`config.mk`:
```
export PLATFORM = sky130hd
export DESIGN_NAME = hp_vpu_lut_seq
export DESIGN_NICKNAME = d
export VERILOG_FILES = /design/src/rtl/hp_vpu_lut_pkg.sv /design/src/rtl/hp_vpu_lut_seq.sv
export SDC_FILE = /design/constraint.sdc
export NUM_CORES = 1
export LEC_CHECK = 0
export BUFFER_PORTS_ARGS = -buffer_cell sky130_fd_sc_hd__buf_2
export CORE_MARGIN = 2
export CORE_UTILIZATION = 58
export CTS_BUF_LIST = sky130_fd_sc_hd__clkbuf_8
export DETAILED_ROUTE_END_ITERATION = 8
export GPL_TIMING_DRIVEN = 0
export PLACE_DENSITY = 0.87
export SLEW_MARGIN = 20
export SYNTH_ARGS = -nofsm -noshare
export SYNTH_HDL_FRONTEND = slang
export SYNTH_SLANG_ARGS = --single-unit
```
`constraint.sdc`:
```
create_clock -name clk_i -period 8.6 [get_ports clk_i]
set_clock_uncertainty 0.15 [all_clocks]
set_input_delay 0.86 -clock clk_i [delete_from_list [all_inputs] [get_ports clk_i]]
set_output_delay 0.86 -clock clk_i [all_outputs]
set_load 0.03 [all_outputs]
```
`src/rtl/hp_vpu_lut_pkg.sv`:
```
// Shared types and constants for the VPU LUT path (sequencer and ROM).
package hp_vpu_lut_pkg;

  // ROM index and result widths, common to hp_vpu_lut_seq and hp_vpu_lut_rom
  localparam int LUT_IDX_W = 8;
  localparam int LUT_RES_W = 16;

  // LUT function codes carried on func_sel
  typedef enum logic [1:0] {
    LUT_EXP     = 2'd0,
    LUT_RECIP   = 2'd1,
    LUT_SIGMOID = 2'd2,
    LUT_TANH    = 2'd3
  } lut_func_e;

  // Sequencer states; ST_DRAIN is only visited with the result pipeline stage
  typedef enum logic [1:0] {
    ST_IDLE  = 2'd0,
    ST_RUN   = 2'd1,
    ST_DRAIN = 2'd2,
    ST_RESP  = 2'd3
  } lut_seq_state_e;

endpackage

```
`src/rtl/hp_vpu_lut_seq.sv`:
```
// hp_vpu_lut_seq: steps a vector of NLANES 8-bit elements through the LUT ROM
// one element per cycle and returns the gathered 16-bit results over a
// valid/ready handshake.
// Optional macro HP_VPU_LUT_PIPE_EN: registers lut_result_i (together with its
// lane index and mask bit) for a ROM with a one-cycle read; adds a DRAIN state.
module hp_vpu_lut_seq
  import hp_vpu_lut_pkg::*;
#(
  parameter int NLANES = 8,
  parameter int ID_W   = 4
) (
  input  logic                        clk_i,
  input  logic                        rst_ni,
  input  logic                        req_valid_i,
  output logic                        req_ready_o,
  input  logic [NLANES*8-1:0]         req_data_i,
  input  logic [1:0]                  req_func_i,
  input  logic [NLANES-1:0]           req_mask_i,
  input  logic [ID_W-1:0]             req_id_i,
  output logic                        rsp_valid_o,
  input  logic                        rsp_ready_i,
  output logic [NLANES*LUT_RES_W-1:0] rsp_data_o,
  output logic [ID_W-1:0]             rsp_id_o,
  output logic [LUT_IDX_W-1:0]        lut_index_o,
  output logic [1:0]                  lut_func_o,
  input  logic [LUT_RES_W-1:0]        lut_result_i,
  output logic                        busy_o
);

  localparam int                CNT_W    = $clog2(NLANES);
  localparam logic [CNT_W-1:0]  CNT_LAST = CNT_W'(NLANES - 1);

  lut_seq_state_e                  state_q, state_d;
  logic [CNT_W-1:0]                cnt_q, cnt_d;
  logic [NLANES*8-1:0]             data_q, data_d;
  lut_func_e                       func_q, func_d;
  logic [NLANES-1:0]               mask_q, mask_d;
  logic [ID_W-1:0]                 id_q, id_d;
  logic [NLANES*LUT_RES_W-1:0]     res_q, res_d;
  // Registered request-ready: low during reset, high only while IDLE
  logic                            ready_q, ready_d;

`ifdef HP_VPU_LUT_PIPE_EN
  // Result pipeline stage: valid, lane index, mask bit and ROM data
  logic                            pv_q, pv_d;
  logic [CNT_W-1:0]                plane_q, plane_d;
  logic                            pmask_q, pmask_d;
  logic [LUT_RES_W-1:0]            pres_q, pres_d;
`endif

  // Next-state, datapath and ROM-interface decode
  always_comb begin
    state_d     = state_q;
    cnt_d       = cnt_q;
    data_d      = data_q;
    func_d      = func_q;
    mask_d      = mask_q;
    id_d        = id_q;
    res_d       = res_q;
    lut_index_o = {LUT_IDX_W{1'b0}};
    lut_func_o  = 2'b00;

`ifdef HP_VPU_LUT_PIPE_EN
    pv_d    = 1'b0;
    plane_d = cnt_q;
    pmask_d = 1'b0;
    pres_d  = lut_result_i;
    // Capture the result issued on the previous cycle
    if (pv_q) begin
      if (pmask_q) begin
        res_d[32'(plane_q)*32'd16 +: LUT_RES_W] = pres_q;
      end else begin
        res_d[32'(plane_q)*32'd16 +: LUT_RES_W] = {LUT_RES_W{1'b0}};
      end
    end else begin
      res_d = res_q;
    end
`endif

    case (state_q)
      ST_IDLE: begin
        if (req_valid_i && ready_q) begin
          data_d  = req_data_i;
          func_d  = lut_func_e'(req_func_i);
          mask_d  = req_mask_i;
          id_d    = req_id_i;
          res_d   = {(NLANES*LUT_RES_W){1'b0}};
          cnt_d   = {CNT_W{1'b0}};
          state_d = ST_RUN;
        end else begin
          state_d = ST_IDLE;
        end
      end

      ST_RUN: begin
        lut_index_o = data_q[32'(cnt_q)*32'd8 +: LUT_IDX_W];
        lut_func_o  = func_q;
`ifdef HP_VPU_LUT_PIPE_EN
        pv_d    = 1'b1;
        plane_d = cnt_q;
        pmask_d = mask_q[cnt_q];
`else
        if (mask_q[cnt_q]) begin
          res_d[32'(cnt_q)*32'd16 +: LUT_RES_W] = lut_result_i;
        end else begin
          res_d[32'(cnt_q)*32'd16 +: LUT_RES_W] = {LUT_RES_W{1'b0}};
        end
`endif
        if (cnt_q == CNT_LAST) begin
          cnt_d = {CNT_W{1'b0}};
`ifdef HP_VPU_LUT_PIPE_EN
          state_d = ST_DRAIN;
`else
          state_d = ST_RESP;
`endif
        end else begin
          cnt_d = cnt_q + 1'b1;
        end
      end

      ST_DRAIN: begin
        // Last lane is captured by the pipeline logic above this cycle
`ifdef HP_VPU_LUT_PIPE_EN
        state_d = ST_RESP;
`else
        state_d = ST_IDLE;
`endif
      end

      ST_RESP: begin
        if (rsp_ready_i) begin
          state_d = ST_IDLE;
        end else begin
          state_d = ST_RESP;
        end
      end

      default: begin
        state_d = ST_IDLE;
      end
    endcase

    ready_d = (state_d == ST_IDLE);
  end

  // State and datapath registers; reset aborts any request in flight
  always_ff @(posedge clk_i or negedge rst_ni) begin
    if (!rst_ni) begin
      state_q <= ST_IDLE;
      cnt_q   <= {CNT_W{1'b0}};
      data_q  <= {(NLANES*8){1'b0}};
      func_q  <= LUT_EXP;
      mask_q  <= {NLANES{1'b0}};
      id_q    <= {ID_W{1'b0}};
      res_q   <= {(NLANES*LUT_RES_W){1'b0}};
      ready_q <= 1'b0;
    end else begin
      state_q <= state_d;
      cnt_q   <= cnt_d;
      data_q  <= data_d;
      func_q  <= func_d;
      mask_q  <= mask_d;
      id_q    <= id_d;
      res_q   <= res_d;
      ready_q <= ready_d;
    end
  end

`ifdef HP_VPU_LUT_PIPE_EN
  // Result pipeline register for the one-cycle ROM read
  always_ff @(posedge clk_i or negedge rst_ni) begin
    if (!rst_ni) begin
      pv_q    <= 1'b0;
      plane_q <= {CNT_W{1'b0}};
      pmask_q <= 1'b0;
      pres_q  <= {LUT_RES_W{1'b0}};
    end else begin
      pv_q    <= pv_d;
      plane_q <= plane_d;
      pmask_q <= pmask_d;
      pres_q  <= pres_d;
    end
  end
`endif

  assign req_ready_o = ready_q;
  assign rsp_valid_o = (state_q == ST_RESP);
  assign busy_o      = (state_q != ST_IDLE);
  assign rsp_data_o  = res_q;
  assign rsp_id_o    = id_q;

endmodule

```
==> run_results.csv, run 1 <==
group,metric,value,unit
run_status,status,"complete, no violations",
logic_synthesis,synth_compound_area_share,14.68,%
setup_path,rrSetupSlack,4.43,ns
cts,cts_tree,"done",
setup_path,crit_type,"flop to flop",
logic_synthesis,ys_warn_count,0,
cts,postCtsSetupBuffers,0,
final_layout,diodes,0,
setup_path,crit_chain,"buf_4 -> clkbuf_1 -> inv_1 -> ha_1 -> ha_1 -> buf_2 -> nor3b_4 -> nand4_1 -> nor4b_4 -> buf_4 -> a22o_1",
min_path,hp-class,"input pin to async pin",
setup_path,r2r_end,"rsp_data_o[9]",
cts,clock_latency,0.52,ns
logic_synthesis,synth_enable_flop_cells,0,
setup_path,required,8.90,ns
setup_path,cp_max_fo,10,
die,die_h,127.1,um
timing,min_period,4.168,ns
setup_path,r2r-start,"cnt_q[1]",
timing,setup_viol,0,
logic_synthesis,ys_seq_elements,212,
timing,fmax,0.2399,GHz
timing,finalCritPeriodShare,48.47,%
routing,vias,6675,
logic_synthesis,syn_area,8786,um^2
grt,grt_overflow,0,
setup_path,slowest_delay,0.63,ns
setup_path,ff2ff_path_depth,11,
place,port_buffers,227,
cts,htreeDepth,2,
die,ios,243,
final_layout,final_cell_mix,"buf_2 (241), dfrtp_1 (212), a22o_1 (111)",
grt,grtUsageTotal,30.02,%
logic_synthesis,synth-async-reset-ratio,100.0,%
routing,first_iter_violations,491,
logic_synthesis,synth_seq_area_share,60.38,%
grt,antenna_found_initial,1,
setup_path,crit_arrival,4.46,ns
setup_path,crit_path_end,"rsp_data_o[9]",
logic_synthesis,synth_simple_gate_area_share,5.896,%
timing,grt_setup_unrepaired,"false",
power,leakage,5.597,nW
logic_synthesis,synth_nets,702,
routing,wire_per_inst,22.47,um
logic_synthesis,synth.avg_cell_area,14.72,um^2
logic_synthesis,synthXorXnorAreaFrac,0,%
routing,wirelength,24.13,mm
cts,cts_resized,0,
final_layout,final_util,74.59,%
die,dieWidth,127.1,um
logic_synthesis,synth_flop_cell,"dfrtp_1",
logic_synthesis,synth_top_family_by_area,"multiplexers",
grt,grt_pass1_vias,6763,
die,dieArea,16150,um^2
routing,first_pass_iters,5,
cts,clkTransAtPathRegs,0.06,ns
power,p_per_area,430.0,nW/um^2
cts,clockBufferDepth,3,
final_layout,layout.nets,968,
setup_path,worst_path_max_delay_cell,"nor4b_4",
timing,slew-limit-headroom,25.87,%
grt,grt_max_degree,100,
logic_synthesis,synthCells,597,
cts,postCtsHoldBufs,0,
logic_synthesis,synth_mux_area_share,14.75,%
setup_path,cp-end-kind,"flop",
grt,grt_pass1_wl,37.34,mm
timing,hold_viol,0,
routing,vias_per_cell,6.215,
cts,cts_buffers,35,
cts,cts_root_buf,"clkbuf_8",
die,start_util,60.00,%
logic_synthesis,synthAdderAreaFrac,0.9969,%
final_layout,layout_commonest_cell,"buf_2",
final_layout,areaGrowthSynthToFinish,24.32,%
place,gp_congestion,1.006,
final_layout,drive_gt1_share,47.19,%
power,vdd_drop_max,0.0003085,V
final_layout,num-fill-cells,931,
die,rows,44,
timing,setup-tns-final,0,ns
routing,ant_nets,0,
setup_path,start_kind,"flop",
routing,drc,0,
place,dp_hpwl,17.27,mm
flow_run,cap_violations,0,
logic_synthesis,ys_types,43,
timing,finalMaxSlewViolations,0,
die,design.core.area,14640,um^2
setup_path,crit_start,"cnt_q[1]",
cts,numClockSinks,212,
timing,worst_pin_slew,1.107,ns
## registers in the layout, indices dropped and copies added (netlist names)
signal,cells
rsp_id_o,4
mask_q,8
state_q,2
rsp_data_o,128
data_q,64
func_q,2
cnt_q,3
req_ready_o,1
## area by class of cell
| cell class | count | area [um^2] | area share, % |
|---|---|---|---|
| Clock buffer | 45 | 619.3 | 5.670 |
| Buffer | 52 | 266.5 | 2.440 |
| Multi-Input combinational cell | 327 | 3192 | 29.22 |
| Clock inverter | 19 | 86.33 | 0.7904 |
| Sequential cell | 212 | 5305 | 48.57 |
| Timing Repair Buffer | 229 | 1201 | 11.00 |
| Inverter | 6 | 22.52 | 0.2062 |
| Tap cell | 184 | 230.2 | 2.108 |
## worst min path at each step
stage                          startpoint              end  slack (ns)  cells past startpoint
after floorplan                 func_q[0]        func_q[0]        0.32                      1
after global placement    rsp_data_o[102]  rsp_data_o[102]        0.32                      1
after detailed placement  rsp_data_o[102]  rsp_data_o[102]        0.33                      1
after CTS                          rst_ni   rsp_data_o[13]        0.03                      1
after global routing               rst_ni   rsp_data_o[44]        0.03                      1
final                              rst_ni   rsp_data_o[44]        0.04                      1
## Yosys cell counts (6+ instances only)
cell | n | area share, %
dfrtp_1 | 212 | 60
a22o_1 | 111 | 11
mux2_2 | 80 | 10
nand2_1 | 23 | 0.98
a32o_1 | 17 | 1.9
a21oi_1 | 16 | 0.91
mux4_2 | 16 | 4.1
buf_1 | 15 | 0.64
buf_2 | 15 | 0.85
clkbuf_1 | 12 | 0.51
nor2_1 | 8 | 0.34
ha_1 | 7 | 1.0
buf_4 | 6 | 0.51
## worst max-delay path, delay by kind of cell (launching register included)
kind / cells / cell delay (ns)
buffers and inverters: 5 / 1.46
AOI/OAI and AO/OA: 1 / 0.16
and+or+nand+nor: 3 / 1.31
DFF: 1 / 0.49
adders and majority gates: 2 / 0.52
## routing by layer
layer,global-route usage [%],part of all wire (%),vias to the layer above
li1,-,-,2805
met1,38.92,38,3386
met2,48.99,48,412
met3,8.040,9.7,72
met4,11.70,3.8,0
met5,0,0,-
## power breakdown
group	leakage [nW]	internal [mW]	total [mW]	switching, mW
Combinational	2.39	0.814	2.18	1.37
Sequential	2.79	1.41	1.66	0.249
Clock	0.411	0.472	0.860	0.388
Total	5.60	2.69	4.70	2.00
## cells by family (layout without fill, tap and decap cells)
family,count (synthesis),in the layout
DFF,212,212
AOI/OAI and AO/OA,152,152
buffers and inverters,58,351
adders and majority gates,7,7
muxes,99,99
and+or+nand+nor,69,69
## stage by stage
step | cell area (um^2) | setup slack [ns] | hold WS [ns] | total power, mW | cells
6_report | 10920 | 4.432 | 0.03624 | 4.697 | 1074
5_1_grt | 10920 | 4.236 | 0.03500 | 4.910 | 1074
4_1_cts | 10920 | 4.436 | 0.02621 | 4.699 | 1074
3_5_place_dp | 10220 | 4.481 | 0.3267 | 3.824 | 1010
3_3_place_gp | 10150 | 3.349 | 0.3236 | 3.731 | 1008
2_1_floorplan | 8786 | 5.464 | 0.3221 | 3.159 | 597
No activity file was read; power rests on OpenSTA's default activity.
==> inputs of run 2 (changes only) <==
--- a/config.mk
+++ b/config.mk
@@ -7,11 +7,11 @@
 export LEC_CHECK = 0
 export BUFFER_PORTS_ARGS = -buffer_cell sky130_fd_sc_hd__buf_2
 export CORE_MARGIN = 2
-export CORE_UTILIZATION = 58
+export CORE_UTILIZATION = 54
 export CTS_BUF_LIST = sky130_fd_sc_hd__clkbuf_8
 export DETAILED_ROUTE_END_ITERATION = 8
 export GPL_TIMING_DRIVEN = 0
-export PLACE_DENSITY = 0.87
+export PLACE_DENSITY = 0.82
 export SLEW_MARGIN = 20
 export SYNTH_ARGS = -nofsm -noshare
 export SYNTH_HDL_FRONTEND = slang
==> constraint.sdc (replaced) <==
create_clock -name clk_i -period 4.2 [get_ports clk_i]
set_clock_uncertainty 0.15 [all_clocks]
set_input_delay 0.42 -clock clk_i [delete_from_list [all_inputs] [get_ports clk_i]]
set_output_delay 0.42 -clock clk_i [all_outputs]
set_load 0.03 [all_outputs]
==> run 2 against run 1 <==
Against the previous run:
- combinational power up 110%
- worst setup slack worse by 4.0 ns
- fmax up 12%
- register-to-register slack worse by 4.0 ns
- sequential share of layout area down 3.6 points
- via count up 0.58%
- cell count up 10%
- sequential power up 100%
- worst hold slack worse by 0.023 ns
- sequential cell count unchanged
- first-iteration DRC count down 26%
- critical path type unchanged
- critical endpoint is now rsp_data_o[74]
==> run_results.csv, run 2 (synthesis results as in run 1) <==
group,metric,value,unit
die,design.core.area,15890,um^2
final_layout,fin_area,11790,um^2
die,die_h,131.6,um
grt,grt_max_degree,100,
timing,min_period,3.738,ns
routing,first_pass_iters,5,
setup_path,crit_arrival,3.99,ns
timing,finalMaxSlewViolations,0,
grt,grt_pass1_vias,7266,
grt,grt_overflow,0,
routing,wirelength,25.47,mm
setup_path,crit_family,"buffers and inverters",
place,place_area,10260,um^2
final_layout,final_cell_mix,"buf_2 (241), dfrtp_1 (212), a22o_1 (111)",
place,placed_cells,1042,
place,dp_hpwl,16.59,mm
routing,ant_nets,0,
cts,clock_latency,0.53,ns
setup_path,worst_path_max_delay_cell,"nor4b_1",
flow_run,cap_violations,0,
final_layout,num-fill-cells,998,
setup_path,crit_chain,"clkbuf_1 -> clkbuf_2 -> clkinvlp_4 -> ha_1 -> buf_2 -> nand3b_2 -> nor4b_1 -> nor2_1 -> clkbuf_1 -> a22o_1",
power,p_per_area,834.1,nW/um^2
final_layout,multi_input_area,3192,um^2
final_layout,layout_commonest_cell,"buf_2",
run_status,status,"complete, no violations",
cts,clkTransAtPathRegs,0.06,ns
setup_path,cp-end-kind,"flop",
cts,numClockSinks,212,
setup_path,required,4.45,ns
routing,wire_per_inst,21.47,um
grt,antenna_found_initial,0,
timing,hold_viol,0,
final_layout,drive_gt1_share,44.23,%
cts,cts_tree,"done",
place,gp_congestion,0.8432,
power,vdd_drop_max,0.0004683,V
timing,setup_viol,0,
die,rows,46,
final_layout,diodes,0,
final_layout,areaGrowthSynthToFinish,34.24,%
routing,drc,0,
min_path,hp-class,"input pin to flop",
timing,fmax,0.2675,GHz
cts,htreeDepth,2,
final_layout,regArea,5305,um^2
cts,cts_buffers,37,
routing,vias,6714,
setup_path,cp_common_cell,"clkbuf_1",
setup_path,crit_buf_inv,5,
grt,grt_pass1_wl,40.63,mm
die,dieArea,17310,um^2
timing,finalCritPeriodShare,88.99,%
timing,grt_setup_unrepaired,"false",
power,p_total,9.837,mW
die,start_util,55.31,%
final_layout,final_util,74.24,%
final_layout,layout.nets,1046,
setup_path,slowest_delay,0.54,ns
setup_path,start_kind,"flop",
final_layout,largest_reg_flops,128,
die,ios,243,
timing,slew-limit-headroom,44.39,%
timing,worst_pin_slew,0.8302,ns
grt,grtUsageTotal,30.07,%
place,port_buffers,227,
power,leakage,5.949,nW
setup_path,cp_max_fo,10,
routing,first_iter_violations,363,
setup_path,crit_type,"flop to flop",
final_layout,instances_no_fill,1186,
cts,clockBufferDepth,3,
routing,vias_per_cell,5.661,
die,dieWidth,131.6,um
cts,cts_root_buf,"clkbuf_8",
[run 2: area by class of cell]
type / count / area share (%)
Inverter: 6 / 0.2228
Buffer: 51 / 2.238
Timing Repair Buffer: 306 / 16.72
Multi-Input combinational cell: 327 / 27.06
Sequential cell: 212 / 44.98
Clock buffer: 46 / 5.368
Tap cell: 216 / 2.292
Clock inverter: 22 / 1.114
[run 2: stage by stage]
stage	setup TNS [ns]	setup slack (ns)	hold slack, ns
final	0	0.4623	0.01297
after global placement	-190.55	-0.9183	0.3200
after CTS	0	0.2085	0.001165
after global routing	0	0.3339	0.001307
after floorplan	0	1.064	-0.02559
after detailed placement	0	0.2464	0.2147
[run 2: path summary, 6_finish.rpt]
path	slack [ns]	cells after the start	start	to
hold / removal	0.01	2	req_data_i[55]	data_q[55]
max in group asynchronous	2.52	4	rst_ni	data_q[21]
setup reg to reg	0.46	10	cnt_q[2]	rsp_data_o[74]
hold reg to reg	0.34	1	rsp_data_o[109]	rsp_data_o[109]
setup / recovery	0.46	10	cnt_q[2]	rsp_data_o[74]
min in group asynchronous	0.25	2	rst_ni	rsp_data_o[16]
[run 2: power breakdown]
group          internal (mW)  switching (mW)
Clock                   1.06           0.862
Sequential              2.88           0.498
Combinational           1.71            2.82
Total                   5.66            4.18
[run 2: what timing repair did]
item	in CTS	in global routing
gates resized for setup	0	3
buffers inserted	0	0
setup endpoints to repair	0	27
hold buffers	77	0
endpoints found under the hold margin	134	0
[run 2: metal layers]
metal	vias to the layer above	wire (um)	GRT usage [%]
met4	0	752	10.93
li1	2960	-	-
met3	62	1883	7.600
met1	3361	10240	38.11
met2	331	12590	50.32
met5	-	0	0
==> inputs of run 3 (changes only) <==
--- a/config.mk
+++ b/config.mk
@@ -6,7 +6,8 @@
 export NUM_CORES = 1
 export LEC_CHECK = 0
 export BUFFER_PORTS_ARGS = -buffer_cell sky130_fd_sc_hd__buf_2
-export CORE_MARGIN = 2
+export CORE_ASPECT_RATIO = 1.4
+export CORE_MARGIN = 4
 export CORE_UTILIZATION = 54
 export CTS_BUF_LIST = sky130_fd_sc_hd__clkbuf_8
 export DETAILED_ROUTE_END_ITERATION = 8
==> run 3 against run 2 <==
Against the previous run:
- non-clock buffer count up 3
- register-to-register slack worse by 0.26 ns
- total power down 3.1%
- count of clock-buffer cells in the layout down 7
- worst hold slack better by 0.083 ns
- highest routed layer unchanged
==> run_results.csv, run 3 (synthesis results as in run 1) <==
group,metric,value,unit
run_status,status,"complete, no violations",
cts,clock_latency,0.56,ns
die,dieWidth,115.8,um
cts,htreeDepth,1,
timing,worst_pin_slew,0.7118,ns
final_layout,final_cell_mix,"buf_2 (241), dfrtp_1 (212), a22o_1 (111)",
routing,top_layer_used,"met4",
grt,grt_pass1_wl,40.35,mm
setup_path,worst_path_max_delay_cell,"nor4b_1",
routing,ant_nets,0,
place,dp_hpwl,17.31,mm
timing,min_period,3.998,ns
die,dieArea,18400,um^2
cts,cts_root_buf,"clkbuf_8",
setup_path,crit_family,"buffers and inverters",
timing,grt_setup_unrepaired,"false",
power,leakage,5.865,nW
setup_path,cp_max_fo,10,
setup_path,required,4.49,ns
flow_run,cap_violations,0,
cts,cts_tree,"done",
cts,cts_buffers,31,
timing,slew-limit-headroom,52.33,%
cts,clockBufferDepth,3,
timing,finalCritPeriodShare,95.20,%
place,gp_congestion,0.8944,
routing,first_iter_violations,560,
timing,setup_viol,0,
routing,wire_per_inst,22.49,um
setup_path,cp-end-kind,"flop",
timing,hold_viol,0,
routing,wl_met1,9.365,mm
routing,drc,0,
final_layout,largest_reg_flops,128,
grt,grt_overflow,0,
timing,finalMaxSlewViolations,0,
final_layout,num-fill-cells,1032,
setup_path,start_kind,"flop",
routing,wirelength,25.97,mm
grt,antenna_found_initial,0,
min_path,hp-class,"input pin to flop",
final_layout,diodes,0,
timing,whs,0.09618,ns
setup_path,crit_chain,"clkbuf_1 -> clkbuf_1 -> clkinv_1 -> ha_1 -> buf_2 -> nand3b_2 -> nor4b_1 -> nor2_1 -> clkbuf_1 -> a22o_1",
routing,vias_per_cell,5.890,
cts,postCtsSetupBuffers,0,
setup_path,crit_arrival,4.29,ns
setup_path,crit_type,"flop to flop",
power,p_total,9.530,mW
timing,fmax,0.2501,GHz
die,ios,243,
die,start_util,55.57,%
routing,first_pass_iters,5,
grt,grt_max_degree,85,
cts,numClockSinks,212,
routing,vias,6803,
final_layout,layout.nets,1043,
die,die_h,158.9,um
power,p_per_area,819.2,nW/um^2
die,design.core.area,15810,um^2
setup_path,cp_common_cell,"clkbuf_1",
setup_path,rrSetupSlack,0.20,ns
place,port_buffers,227,
cts,cts_resized,0,
final_layout,drive_gt1_share,43.17,%
setup_path,slowest_delay,0.56,ns
grt,grt_pass1_vias,7272,
die,rows,54,
grt,grtUsageTotal,27.85,%
routing,met2_length,13.38,mm
setup_path,crit_buf_inv,5,
routing,met3_wirelength,2.216,mm
final_layout,layout_commonest_cell,"buf_2",
power,vdd_drop_max,0.0005557,V
cts,clkTransAtPathRegs,0.06,ns
final_layout,areaGrowthSynthToFinish,32.41,%
-- run 3: cell count changes in the layout (fill, tap and decap cells not counted), moves of 2 or more --
cell	previous run	this run
clkbuf_8	46	39
clkinv_2	7	3
inv_6	2	0
dlygate4sd3_1	77	80
-- run 3: cell type report --
class / count / area (um^2) / area share, %
sequential: 212 / 5305 / 45.60
inverter: 6 / 22.52 / 0.1936
clock inverter: 15 / 67.56 / 0.5808
multi-input combinational: 327 / 3192 / 27.44
timing repair buffer: 309 / 2002 / 17.21
tap: 196 / 245.2 / 2.108
clock buffer: 39 / 536.8 / 4.614
buffer: 51 / 262.8 / 2.259
-- run 3: power by group --
group	total (mW)	switching, mW	internal [mW]
registers	3.39	0.508	2.88
clock network	1.61	0.778	0.830
logic	4.53	2.82	1.71
total	9.53	4.10	5.43
-- run 3: per-layer routing --
layer	vias to the layer above	track usage, %
li1	2942	-
met1	3437	33.00
met2	357	48.25
met3	67	6.398
met4	0	11.24
met5	-	0
-- run 3: path summary, 6_finish.rpt --
kind / cells after the start / start / to
max: 10 / cnt_q[2] / rsp_data_o[71]
min: 4 / req_valid_i / req_ready_o
max reg2reg: 10 / cnt_q[2] / rsp_data_o[71]
min reg2reg: 1 / rsp_data_o[58] / rsp_data_o[58]
max in group asynchronous: 3 / rst_ni / data_q[1]
min in group asynchronous: 2 / rst_ni / rsp_data_o[113]
-- run 3: what timing repair did --
item | in CTS | in global routing
hold endpoints to repair | 128 | 0
endpoints found under the setup margin | 0 | 16
hold buffers | 80 | 0
-- run 3: through the flow --
stage	cell area [um^2]	util, %	TNS [ns]	setup slack (ns)	instances
floorplan	8786	-	0	1.064	597
global placement	10170	64.31	-191.54	-0.9189	1020
detailed placement	10230	64.72	0	0.1897	1022
CTS	11640	73.61	0	0.1475	1156
global route	11630	73.58	0	0.02008	1155
finish	11630	73.58	0	0.2015	1155
-- run 3: worst min-delay path, delay by kind of cell --
kind	cells	cell delay (ns)
buf+inv	1	0.10
compound gates	1	0.06
simple gates	2	0.17
